<file path="src/rtl/axi_bridge.sv">
// axi_bridge: cache-arbiter level-held read/write requests -> AXI4 master
// AR/R/AW/W/B channels. One read and one write in flight at once, at most one
// outstanding per direction. Per-beat read data and write acknowledges go
// back to the arbiter.
// Optional feature macro: AXI_BRIDGE_RAW_ORDER_EN -- holds a read to the same
// 16-byte line as an in-flight write until that write has been acknowledged.
module axi_bridge #(
  parameter logic [3:0] AXI_ID = 4'd0
) (
  input  logic        clk,
  input  logic        rst,
  input  logic        ce_i,
  // arbiter read side
  input  logic        ren_i,
  input  logic [31:0] raddr_i,
  input  logic [7:0]  rlen_i,
  output logic [31:0] rdata_o,
  output logic        rdata_valid_o,
  // arbiter write side
  input  logic        wen_i,
  input  logic [31:0] waddr_i,
  input  logic [31:0] wdata_i,
  input  logic [3:0]  wsel_i,
  input  logic [7:0]  wlen_i,
  output logic        wdata_resp_o,
  // AR
  output logic [3:0]  m_arid,
  output logic [31:0] m_araddr,
  output logic [7:0]  m_arlen,
  output logic [2:0]  m_arsize,
  output logic [1:0]  m_arburst,
  output logic        m_arvalid,
  input  logic        m_arready,
  // R
  input  logic [3:0]  m_rid,
  input  logic [31:0] m_rdata,
  input  logic [1:0]  m_rresp,
  input  logic        m_rlast,
  input  logic        m_rvalid,
  output logic        m_rready,
  // AW
  output logic [3:0]  m_awid,
  output logic [31:0] m_awaddr,
  output logic [7:0]  m_awlen,
  output logic [2:0]  m_awsize,
  output logic [1:0]  m_awburst,
  output logic        m_awvalid,
  input  logic        m_awready,
  // W
  output logic [31:0] m_wdata,
  output logic [3:0]  m_wstrb,
  output logic        m_wlast,
  output logic        m_wvalid,
  input  logic        m_wready,
  // B
  input  logic [3:0]  m_bid,
  input  logic [1:0]  m_bresp,
  input  logic        m_bvalid,
  output logic        m_bready
);

  typedef enum logic [1:0] {R_IDLE, R_AR, R_DATA} r_state_t;
  typedef enum logic [1:0] {W_IDLE, W_AW, W_DATA, W_RESP} w_state_t;

  r_state_t    r_state;
  w_state_t    w_state;
  logic [7:0]  beat;
  logic [3:0]  wsel_q;
  logic        rd_hs, wr_hs, b_hs, w_last, raw_block;

  // IDs and responses are not interpreted: single ID, errors passed through
  logic unused_ok;
  assign unused_ok = ^{m_rid, m_rresp, m_bid, m_bresp};

  assign m_arid    = AXI_ID;
  assign m_awid    = AXI_ID;
  assign m_arsize  = 3'b010;
  assign m_awsize  = 3'b010;
  assign m_arburst = 2'b01;
  assign m_awburst = 2'b01;

  assign rd_hs         = m_rready & m_rvalid;
  assign rdata_valid_o = rd_hs;
  assign rdata_o       = rd_hs ? m_rdata : 32'd0;

  assign w_last       = (beat == m_awlen);
  assign wr_hs        = m_wvalid & m_wready;
  assign b_hs         = m_bready & m_bvalid;
  assign m_wdata      = wdata_i;
  assign m_wstrb      = wsel_q;
  assign m_wlast      = m_wvalid & w_last;
  // last W beat is acknowledged by the B response, not by the W handshake
  assign wdata_resp_o = (wr_hs & ~w_last) | b_hs;

`ifdef AXI_BRIDGE_RAW_ORDER_EN
  assign raw_block = (w_state != W_IDLE) && (raddr_i[31:4] == m_awaddr[31:4]);
`else
  assign raw_block = 1'b0;
`endif

  // read FSM: launch AR from idle, then accept R beats until rlast
  always_ff @(posedge clk) begin
    if (rst) begin
      r_state   <= R_IDLE;
      m_araddr  <= 32'd0;
      m_arlen   <= 8'd0;
      m_arvalid <= 1'b0;
      m_rready  <= 1'b0;
    end else begin
      case (r_state)
        R_IDLE: if (ren_i && ce_i && !raw_block) begin
          m_araddr  <= raddr_i;
          m_arlen   <= rlen_i;
          m_arvalid <= 1'b1;
          r_state   <= R_AR;
        end
        R_AR: if (m_arready) begin
          m_arvalid <= 1'b0;
          m_rready  <= 1'b1;
          r_state   <= R_DATA;
        end
        R_DATA: if (m_rvalid && m_rlast) begin
          m_rready <= 1'b0;
          r_state  <= R_IDLE;
        end
        default: r_state <= R_IDLE;
      endcase
    end
  end

  // write FSM: AW, then W beats counted against awlen, then wait for B
  always_ff @(posedge clk) begin
    if (rst) begin
      w_state   <= W_IDLE;
      m_awaddr  <= 32'd0;
      m_awlen   <= 8'd0;
      wsel_q    <= 4'd0;
      beat      <= 8'd0;
      m_awvalid <= 1'b0;
      m_wvalid  <= 1'b0;
      m_bready  <= 1'b0;
    end else begin
      case (w_state)
        W_IDLE: if (wen_i && ce_i) begin
          m_awaddr  <= waddr_i;
          m_awlen   <= wlen_i;
          wsel_q    <= wsel_i;
          beat      <= 8'd0;
          m_awvalid <= 1'b1;
          w_state   <= W_AW;
        end
        W_AW: if (m_awready) begin
          m_awvalid <= 1'b0;
          m_wvalid  <= 1'b1;
          w_state   <= W_DATA;
        end
        W_DATA: if (m_wready) begin
          if (w_last) begin
            m_wvalid <= 1'b0;
            m_bready <= 1'b1;
            w_state  <= W_RESP;
          end else begin
            beat <= beat + 8'd1;
          end
        end
        W_RESP: if (m_bvalid) begin
          m_bready <= 1'b0;
          w_state  <= W_IDLE;
        end
        default: w_state <= W_IDLE;
      endcase
    end
  end

endmodule

</file>
<file path="config.mk">
export PLATFORM = sky130hd
export DESIGN_NAME = axi_bridge
export DESIGN_NICKNAME = d
export VERILOG_FILES = /design/src/rtl/axi_bridge.sv
export SDC_FILE = /design/constraint.sdc
export NUM_CORES = 1
export LEC_CHECK = 0
export BUFFER_PORTS_ARGS = -buffer_cell sky130_fd_sc_hd__buf_2
export CAP_MARGIN = 25
export CORE_AREA = 2 2 135 137
export CTS_BUF_LIST = sky130_fd_sc_hd__clkbuf_4
export DETAILED_ROUTE_END_ITERATION = 10
export DIE_AREA = 0 0 137 139
export SYNTH_ARGS = -nofsm -noshare
export SYNTH_HDL_FRONTEND = slang
export SYNTH_SLANG_ARGS = --single-unit
export TNS_END_PERCENT = 30
</file>
<file path="constraint.sdc">
create_clock -name clk -period 1.65 [get_ports clk]
set_input_delay 0.165 -clock clk [delete_from_list [all_inputs] [get_ports clk]]
set_output_delay 0.165 -clock clk [all_outputs]
set_load 0.02 [all_outputs]
</file>
Word level (Yosys, flattened, before mapping):

Index checks and enable logic that the tools add are counted.

* $add $sub $neg: 1
* eq/ne operators: 15
* mux-type cells: 32
* bitwise operators: 7
* reduce and logical (&&, ||, !) cells: 21

Operator list (number)
* 32-bit 2-to-1 mux: 1
* 8-bit 2-to-1 mux: 3
* 2-bit inequality test, second input constant: 9
* 2-bit 2-to-1 mux: 8
* 8-bit one-hot mux with 2 select lines: 1
* 1-bit 2-to-1 mux: 12
* 3-bit AND reduction: 4
* 4-bit AND reduction: 3
* 2-bit nonzero test: 6
* 1-bit one-hot mux with 2 select lines: 5
* 8-bit by 1-bit adder with 8-bit output, second input constant: 1
* 8-bit == test: 1
* 2-bit one-hot mux with 4 select lines: 1
* 2-bit == test, second input constant: 3
* 2-bit one-hot mux with 3 select lines: 1
* 1-bit AND: 5
* 5-bit AND reduction: 1
* 2-bit by 1-bit == test with 1-bit output, second input constant: 2
* 2-bit zero test: 2
* 2-bit AND reduction: 2
* 1-bit logical AND: 3
* 1-bit inverter: 1
* 1-bit bitwise OR: 1

* register bits after elaboration: 101
* input port bits: 171
* output and inout port bits: 174
* word-level logic and storage cells: 89

Depth between registers and ports, before layout:

Gate-level depths: netlist (run 1).

* depth after elaboration: 4
* depth in mapped cells: 8
* gate-level depth less buffers: 7

Worst setup path before layout (run 1):

OpenSTA, ideal clock, no wires.

* path kind: register to register
* start: reg w_state[0]
* end: reg beat[7]
* setup time: 63 ps
* arrival: 1776 ps
* required time: 1587 ps
* slack: -188 ps
* stages on the path, launching flop included: 8
* path buffers: 0
* clock period less this slack: 1838 ps
* path through: dfxtp_1 inv_1 ha_1 inv_1 nor2_2 nand3_1 or4_2 nand3_1

* longest elaborated chain between the ends: 3
* elaborated cells on any way between the ends: 8
* classes of those cells: 4 x eq/ne; 1 x mux; 3 x reduce/logical

Ends and longest elaborated chain
* start: declaration: RTL line 66 `w_state_t w_state;`
* start signal: assignment: RTL line 134 `w_state <= W_IDLE;`
* start signal: assignment: RTL line 150 `w_state <= W_AW;`
* start signal: assignment: RTL line 155 `w_state <= W_DATA;`
* 2-bit == test or 2-bit zero test (tied branches): RTL line 143 `case (w_state)`
* 2-bit inequality test (no source line) or 2-bit nonzero test (tied branches)
* 4-bit AND reduction (no source line)
* end signal: assignment: RTL line 163 `beat <= beat + 8'd1;`
* end: declaration: RTL line 67 `logic [7:0] beat;`

Several ways; a longest one is shown, not always the timed one.
A chain may end at the register's enable or synchronous reset.

Final worst setup path (run 1):

* start: reg beat[2]
* end: out wdata_resp_o

* longest elaborated chain between the ends: 4

Ends and longest elaborated chain
* 8-bit == test: RTL line 86 `assign w_last = (beat == m_awlen);`
* 1-bit inverter: RTL line 93 `assign wdata_resp_o = (wr_hs & ~w_last) | b_hs;`
* 1-bit AND: RTL line 93
* 1-bit bitwise OR: RTL line 93
* end: declaration: RTL line 25 `output logic wdata_resp_o,`

No other way between the ends.

==> results.txt, run 1 <==
----------------------------------------------------
[Routing]
  Number of iterations in the first detailed-routing pass ... 4
  Mean number of vias per cell ... 4.394
  DRC violations left ... 0
  Antenna Violating Nets Remaining ... 0
  Routed length per placed instance ... roughly 13 µm
  Number of vias after detailed routing ... 5014
  Number of DRC markers in iteration 0 ... between 150 and 200
  Detailed Route WL ... 14820 µm

[Power]
  Combinational share of power ... 0.406
  Int Pwr ... 4.291 mW
  Proportion of power drawn by flip-flops and latches ... 0.416
  Net switching component of the power ... about 2.5 mW
  Power per unit of standard cell area ... 935.7 nW/µm²
  Clock network fraction of total power ... 0.178
  Largest voltage drop on the vdd net ... 0.4703 mV
  Net switching fraction of the power ... 0.3659
  Overall Power ... 6.767 mW
  Leakage power ... 3.524 nW

[Job]
  Maximum Capacitance Violations ... 0

[Synth]
  Mapped Cells ... slightly below 600
  Distinct cell type count of the synthesized netlist ... 42
  Synth area leaders ... sky130_fd_sc_hd__dfxtp_1 45%, sky130_fd_sc_hd__nand2_1 15%, sky130_fd_sc_hd__a21oi_1 10%, sky130_fd_sc_hd__buf_4 8.3%, sky130_fd_sc_hd__and3_1 4.7%
  Library cell with the largest summed area after synthesis ... sky130_fd_sc_hd__dfxtp_1
  Combined area of all synthesized cells ... 4518 µm²
  Portion of the post-synthesis area used by sequential elements ... 0.4475
  Average cell area after synthesis ... 7.763 µm²
  Ys async rst share ... 0
  Ys flop type ... sky130_fd_sc_hd__dfxtp_1
  Total number of yosys warnings ... 0
  Share of Yosys cell area claimed by the top area cell type ... 0.4475
  Count of flip-flops with a built-in enable after synthesis ... 0
  Yosys reg bits ... 101

[Layout]
  Number of cells in the finished layout apart from fillers ... around 1.1k
  Commonest non-fill, non-tap cell in the layout ... sky130_fd_sc_hd__buf_2
  Post-synthesis to final-layout area growth ... 60.07%
  Most frequent cells in the layout ... 247 x sky130_fd_sc_hd__buf_2, 178 x sky130_fd_sc_hd__nand2_1, 91 x sky130_fd_sc_hd__a21oi_1
  Fraction of layout instances using a drive strength above 1 ... 0.3996
  Fin nets ... 1084

[STA]
  Post-route minimum period ... 2.131 ns
  # setup viols final ... 6
  Hold_ws ... 0.06875 ns
  Fin worst setup slack ... -0.4811 ns
  Transition time at the pin with the least slew margin ... 0.5432 ns
  Clock Skews ... 0.01773 ns
  Highest clock frequency the design can meet ... 469.2 MHz
  Portion of the clock cycle consumed by the worst path in the final layout ... 1.292
  Final Slew Violations ... 0
  Count of final hold-check violations ... 0
  Tightest slew margin relative to the limit ... 0.6379
  Unrepaired setup endpoints after global routing ... yes

[Placement]
  Placed cell count ... approximately 1.0k
  Port Buf Inserts ... 250
  Post-detailed-placement half-perimeter wirelength ... approximately 9700 µm
  RePlAce Congestion ... 0.7677

[Clock tree]
  CTS Buf Count ... 9
  Total number of H-tree levels ... 3
  Maximum root-to-sink buffer count ... 2
  Worst-Skew Late Latency ... approximately 0.48 ns
  Clock tree root driver cell ... sky130_fd_sc_hd__clkbuf_4
  TritonCTS clock tree ... yes
  Clock slew at the register clock pins of the worst setup and hold paths ... 0.17 ns
  Total clock sinks ... 101

[Floorplan]
  Die ar. ... about 19000 µm²
  Die Ht ... 139 µm
  Horizontal die dimension ... 137 µm
  Core footprint ... 17660 µm²
  Effective utilization at floorplan ... 0.2559
  FP Rows ... 49
  I/O pin count ... 345

[Setup path]
  Critical path start-end classification ... reg -> out
  Crit. End Element ... output pin
  Critical path arrival ... 1.97 ns
  Maximum fanout count along the critical path ... 3
  WP data required ... 1.48 ns
  Startpoint Class ... flop

[Global routing]
  Via count of the first global-routing pass ... 4689
  Number of antenna violations at the first check in global routing ... 1
  Layer carrying the most global-route usage ... met2
  Pin count of the biggest net entering global routing ... between 40 and 50
  Global-route wire length before repair ... 22370 µm
  Grt met2 use ... 0.2634
  Met1 track utilization from global routing ... 0.1573
  Global-route track usage on met3 ... 0.03655
  Global-route usage over all layers ... 0.1473
  Overflow left after global routing ... 0

[Run status]
  Failing checks ... negative setup slack
  Result of the run ... finished, violations left

[Hold path]
  Hold Path Class ... in -> reg

----------------------------------------------------
==> stage by stage <==
step	util	TNS (ns)	setup slack (ns)	instance area (µm²)
floorplan	-	-0.07314	-0.03483	4608
detailed placement	0.3378	-0.1784	-0.08863	5964
finish	0.4096	-1.367	-0.4811	7232
CTS	0.3986	-1.496	-0.5595	7038
global placement	0.3378	-0.06625	-0.06033	5964
global route	0.4096	-2.271	-0.5955	7232
==> per-layer routing <==
layer  vias up  wire, µm
li1       2496         -
met1      2269      5793
met2       216      7512
met3        33      1069
met4         0       439
met5         -         0
==> power groups by stage <==
| stage | logic (mW) | clock network, mW | registers [mW] |
|---|---|---|---|
| floorplan | 1.20 | 0 | 3.10 |
| global placement | 2.25 | 0 | 2.85 |
| detailed placement | 2.25 | 0 | 2.85 |
| CTS | 2.52 | 1.28 | 2.81 |
| global route | 2.99 | 1.35 | 2.85 |
| finish | 2.75 | 1.20 | 2.81 |
==> synthesized netlist by cell type (3+ instances only) <==
| cell type | count |
|---|---|
| sky130_fd_sc_hd__nand3_1 | 10 |
| sky130_fd_sc_hd__o211ai_1 | 4 |
| sky130_fd_sc_hd__nor2_1 | 8 |
| sky130_fd_sc_hd__nand2_1 | 179 |
| sky130_fd_sc_hd__clkbuf_1 | 34 |
| sky130_fd_sc_hd__buf_4 | 50 |
| sky130_fd_sc_hd__ha_1 | 6 |
| sky130_fd_sc_hd__a21oi_1 | 94 |
| sky130_fd_sc_hd__and3_1 | 34 |
| sky130_fd_sc_hd__or2_2 | 3 |
| sky130_fd_sc_hd__xor2_1 | 8 |
| sky130_fd_sc_hd__inv_1 | 7 |
| sky130_fd_sc_hd__dfxtp_1 | 101 |
| sky130_fd_sc_hd__nand2b_1 | 5 |
| sky130_fd_sc_hd__o21ai_0 | 4 |
==> cell families after synthesis <==
kind of cell,after synthesis,share of synthesized area
fa+ha+maj,6,0.01662
flops,101,0.4475
compound gates,114,0.1379
mux,1,0.002216
simple gates,258,0.2589
buf+inv,92,0.1196
xor+xnor,8,0.01551
other cells,2,0.001662
==> final cells by class <==
cell class | count | area [µm²]
antenna | 1 | 2.502
clock buffer | 10 | 75.07
clock inverter | 5 | 37.54
fill | 1799 | 10430
inverter | 7 | 26.28
multi-input combinational | 405 | 2198
sequential | 101 | 2044
tap | 229 | 286.5
timing repair buffer | 383 | 2561
==> sequential cells by signal, summed over array words and instances (netlist names) <==
name / cells
m_rready: 1
m_arvalid: 1
m_awlen: 8
m_wstrb: 4
m_awvalid: 1
w_state: 2
m_araddr: 32
m_bready: 1
m_wvalid: 1
m_awaddr: 32
beat: 8
m_arlen: 8
r_state: 2
==> critical path, stage by stage, from the launching register on <==
cell	delay, ns
sky130_fd_sc_hd__dfxtp_4	0.39
sky130_fd_sc_hd__xor2_2	0.18
sky130_fd_sc_hd__nor4_4	0.31
sky130_fd_sc_hd__buf_4	0.16
sky130_fd_sc_hd__nand2_2	0.05
sky130_fd_sc_hd__a32o_2	0.27
sky130_fd_sc_hd__buf_6	0.13
==> path summary, 6_finish.rpt <==
kind / startpoint / to / slack (ns) / cells past startpoint
max: beat[2]$_SDFFE_PP0P_ / wdata_resp_o / -0.48 / 6
min: m_bvalid / m_bready$_SDFFE_PP0P_ / 0.07 / 3
max reg2reg: beat[2]$_SDFFE_PP0P_ / w_state[1]$_SDFFE_PP0P_ / -0.21 / 8
min reg2reg: m_araddr[17]$_SDFFE_PP0P_ / m_araddr[17]$_SDFFE_PP0P_ / 0.46 / 2
==> timing repair <==
action | CTS | global route
hold buffers | 87 | 0
setup endpoints to repair | 40 | 32
endpoints found under the hold margin | 87 | 0
resized for setup | 23 | 30
pin swaps | 4 | 10
cloned | 0 | 1
setup buffers | 3 | 3
No activity file was read; power rests on OpenSTA's default activity.
==> run 2: changes to the inputs <==
--- a/config.mk
+++ b/config.mk
@@ -12,4 +12,6 @@
 export DETAILED_ROUTE_END_ITERATION = 10
 export DIE_AREA = 0 0 137 139
+export SETUP_SLACK_MARGIN = 0.5
+export SKIP_CTS_REPAIR_TIMING = 1
 export SYNTH_ARGS = -nofsm -noshare
 export SYNTH_HDL_FRONTEND = slang
==> constraint.sdc (replaced) <==
create_clock -name clk -period 1.65 [get_ports clk]
set_input_delay 0.0825 -clock clk [delete_from_list [all_inputs] [get_ports clk]]
set_output_delay 0.0825 -clock clk [all_outputs]
set_load 0.02 [all_outputs]
==> run 2 against run 1 <==
The run still ends with negative setup slack left. Count of clock-buffer cells in the layout fell by 1. Critical path depth did not move. Core utilization rose by 10 points. Sequential cell count did not move. Combinational power rose by 33%. Total power rose by 17%. Global-route usage fell by 0.94 points. Via count rose by 4.3%. Setup slack improved by 0.10 ns.
==> results.txt, run 2 (synthesis results as in run 1) <==
----------------------------------------------------
[Run status]
  Result of the run ... finished, violations left
  Failing checks ... negative setup slack

[STA]
  Portion of the clock cycle consumed by the worst path in the final layout ... 1.230 (-0.06159)
  Hold_ws ... 0.04588 ns (-0.02287 ns)
  Final Slew Violations ... 0 (unchanged)
  Unrepaired setup endpoints after global routing ... yes
  Setup TNS ... -0.7713 ns (+0.5959 ns)
  Highest clock frequency the design can meet ... 492.7 MHz (+5.0%)
  Clock Skews ... 0.01877 ns (+0.001035 ns)
  Transition time at the pin with the least slew margin ... 0.5986 ns (+0.05542 ns)
  # setup viols final ... 6 (unchanged)
  Count of final hold-check violations ... 0 (unchanged)
  Fin worst setup slack ... -0.3795 ns (+0.1016 ns)
  Post-route minimum period ... 2.030 ns (-0.1016 ns)
  Tightest slew margin relative to the limit ... 0.6009 (-0.03694)

[Setup path]
  RR Endpoint ... beat[4]$_SDFFE_PP0P_
  WP data required ... 1.57 ns (+0.09 ns)
  Critical path start-end classification ... reg -> out
  Worst R2R Setup Slack ... -0.06 ns (+0.15 ns)
  Critical path arrival ... 1.95 ns (-0.02 ns)
  Crit. End Element ... output pin
  Startpoint Class ... flop
  Maximum fanout count along the critical path ... 4 (+1)
  R2R cell count ... 9 (+1)
  RR Startpoint ... w_state[1]$_SDFFE_PP0P_

[Floorplan]
  Horizontal die dimension ... 137 µm (unchanged)
  Effective utilization at floorplan ... 0.2559 (unchanged)
  FP Rows ... 49 (unchanged)
  Die Ht ... 139 µm (unchanged)
  Die ar. ... 19040 µm² (unchanged)
  I/O pin count ... 345 (unchanged)
  Core footprint ... 17660 µm² (unchanged)

[Power]
  Proportion of power drawn by flip-flops and latches ... 0.364 (-0.052)
  Clock network fraction of total power ... 0.176 (-0.002)
  Overall Power ... 7.947 mW (+17%)
  Leakage power ... 4.215 nW (+20%)
  Int Pwr ... 5.010 mW (+17%)
  Combinational share of power ... 0.459 (+0.053)
  Net switching fraction of the power ... 0.3696 (+0.003709)
  Largest voltage drop on the vdd net ... 0.4626 mV (-1.6%)
  Net switching component of the power ... 2.937 mW (+19%)
  Power per unit of standard cell area ... 876.5 nW/µm² (-6.3%)

[Global routing]
  Pin count of the biggest net entering global routing ... 37 (-23%)
  Overflow left after global routing ... 0 (unchanged)
  Global-route usage over all layers ... 0.1379 (-0.009359)
  Via count of the first global-routing pass ... 4199 (-10%)
  Number of antenna violations at the first check in global routing ... 0 (-1)
  Global-route wire length before repair ... 20710 µm (-7.4%)

[Layout]
  Fraction of layout instances using a drive strength above 1 ... 0.6703 (+0.2707)
  Antenna Cells ... 0 (-1)
  Layout filler cell count ... 1507 (-16%)
  Post-synthesis to final-layout area growth ... 100.7%
  Largest registers ranked by flip-flop count ... m_araddr: 32 flops, m_awaddr: 32 flops
  Most frequent cells in the layout ... 157 x sky130_fd_sc_hd__buf_2, 103 x sky130_fd_sc_hd__nand2_1, 90 x sky130_fd_sc_hd__dlygate4sd3_1
  Fin nets ... 1097 (+1.2%)
  Commonest non-fill, non-tap cell in the layout ... sky130_fd_sc_hd__buf_2
  Post-layout util ... 0.5135 (+0.1039)

[Clock tree]
  Clock tree root driver cell ... sky130_fd_sc_hd__clkbuf_4
  Clock slew at the register clock pins of the worst setup and hold paths ... 0.17 ns (about the same)
  Total clock sinks ... 101 (unchanged)
  Worst-Skew Late Latency ... 0.47 ns (about the same)
  Maximum root-to-sink buffer count ... 2 (unchanged)
  TritonCTS clock tree ... yes
  Total number of H-tree levels ... 3 (unchanged)
  CTS Buf Count ... 9 (unchanged)

[Placement]
  Port Buf Inserts ... 250 (unchanged)
  RePlAce Congestion ... 0.8250 (+7.5%)
  Post-detailed-placement half-perimeter wirelength ... 10440 µm (+7.3%)

[Routing]
  Number of vias after detailed routing ... 5230 (+4.3%)
  Antenna Violating Nets Remaining ... 0 (unchanged)
  DRC violations left ... 0 (unchanged)
  Detailed Route WL ... 18120 µm (+22%)
  Number of iterations in the first detailed-routing pass ... 4 (unchanged)
  Number of DRC markers in iteration 0 ... 139 (-24%)
  Routed length per placed instance ... 15.70 µm (+21%)
  Mean number of vias per cell ... 4.532 (+3.1%)

[Hold path]
  Startpoint of the worst hold path ... m_wready
  Endpoint of the worst hold path ... beat[6]$_SDFFE_PP0P_
  Cell depth of the worst min-delay path ... 4 (+1)
  Hold Path Class ... in -> reg

[Job]
  Maximum Capacitance Violations ... 0 (unchanged)

----------------------------------------------------
==> run 2: cell count changes in the layout (fill, tap and decap cells not counted), moves of 24 or more <==
cell | before | now
sky130_fd_sc_hd__a21oi_1 | 91 | 31
sky130_fd_sc_hd__a21oi_2 | 2 | 62
sky130_fd_sc_hd__and3_1 | 33 | 0
sky130_fd_sc_hd__and3_4 | 1 | 34
sky130_fd_sc_hd__buf_2 | 247 | 157
sky130_fd_sc_hd__buf_4 | 39 | 63
sky130_fd_sc_hd__buf_6 | 5 | 69
sky130_fd_sc_hd__dfxtp_1 | 85 | 16
sky130_fd_sc_hd__dfxtp_2 | 15 | 75
sky130_fd_sc_hd__nand2_1 | 178 | 103
sky130_fd_sc_hd__nand2_4 | 0 | 64
==> run 2: worst max path at each step <==
| stage | startpoint | endpoint | slack [ns] |
|---|---|---|---|
| after floorplan | m_awlen[2]$_SDFFE_PP0P_ | beat[5]$_SDFFE_PP0P_ | -0.03 |
| after global placement | m_awlen[6]$_SDFFE_PP0P_ | beat[7]$_SDFFE_PP0P_ | -0.07 |
| after detailed placement | beat[7]$_SDFFE_PP0P_ | beat[4]$_SDFFE_PP0P_ | -0.13 |
| after CTS | m_awlen[2]$_SDFFE_PP0P_ | wdata_resp_o | -0.52 |
| after global routing | m_awlen[5]$_SDFFE_PP0P_ | wdata_resp_o | -0.50 |
| final | m_awlen[2]$_SDFFE_PP0P_ | wdata_resp_o | -0.38 |
==> run 2: power by group through the flow <==
stage / combinational [mW] / sequential (mW) / clock [mW]
finish: 3.65 / 2.90 / 1.40
global placement: 2.32 / 2.87 / 0
CTS: 2.33 / 2.83 / 1.48
global route: 3.90 / 2.93 / 1.56
floorplan: 1.35 / 3.13 / 0
detailed placement: 2.33 / 2.88 / 0
==> run 2: per-layer routing <==
layer,global-route usage,part of all wire,vias up
met5,0,0,-
met4,0.04395,0.016,0
met3,0.04934,0.065,24
met2,0.2412,0.54,214
met1,0.1545,0.38,2454
li1,-,-,2538
==> run 2: cell type report <==
type / count / area [µm²] / share of cell area
Clock buffer: 9 / 67.56 / 0.007452
Clock inverter: 7 / 80.08 / 0.008832
Inverter: 7 / 31.28 / 0.003450
Multi-Input combinational cell: 405 / 3133 / 0.3456
Sequential cell: 101 / 2153 / 0.2375
Tap cell: 229 / 286.5 / 0.03160
Timing Repair Buffer: 396 / 3314 / 0.3656
==> run 2: critical path, cell delays in order, from the launching register on <==
cell and delay (ns):
sky130_fd_sc_hd__dfxtp_2 0.36, sky130_fd_sc_hd__xor2_1 0.18, sky130_fd_sc_hd__nor4_4 0.32, sky130_fd_sc_hd__buf_4 0.17, sky130_fd_sc_hd__nand2_2 0.05, sky130_fd_sc_hd__a32o_2 0.26
sky130_fd_sc_hd__buf_6 0.13
==> run 2: metrics by stage <==
step                setup slack, ns  area (µm²)  instances
finish                      -0.3795        9066       1154
floorplan                  -0.03338        4735        598
CTS                         -0.5220        6212       1043
detailed placement          -0.1260        6065       1027
global route                -0.4985        9066       1154
global placement           -0.06747        6065       1027
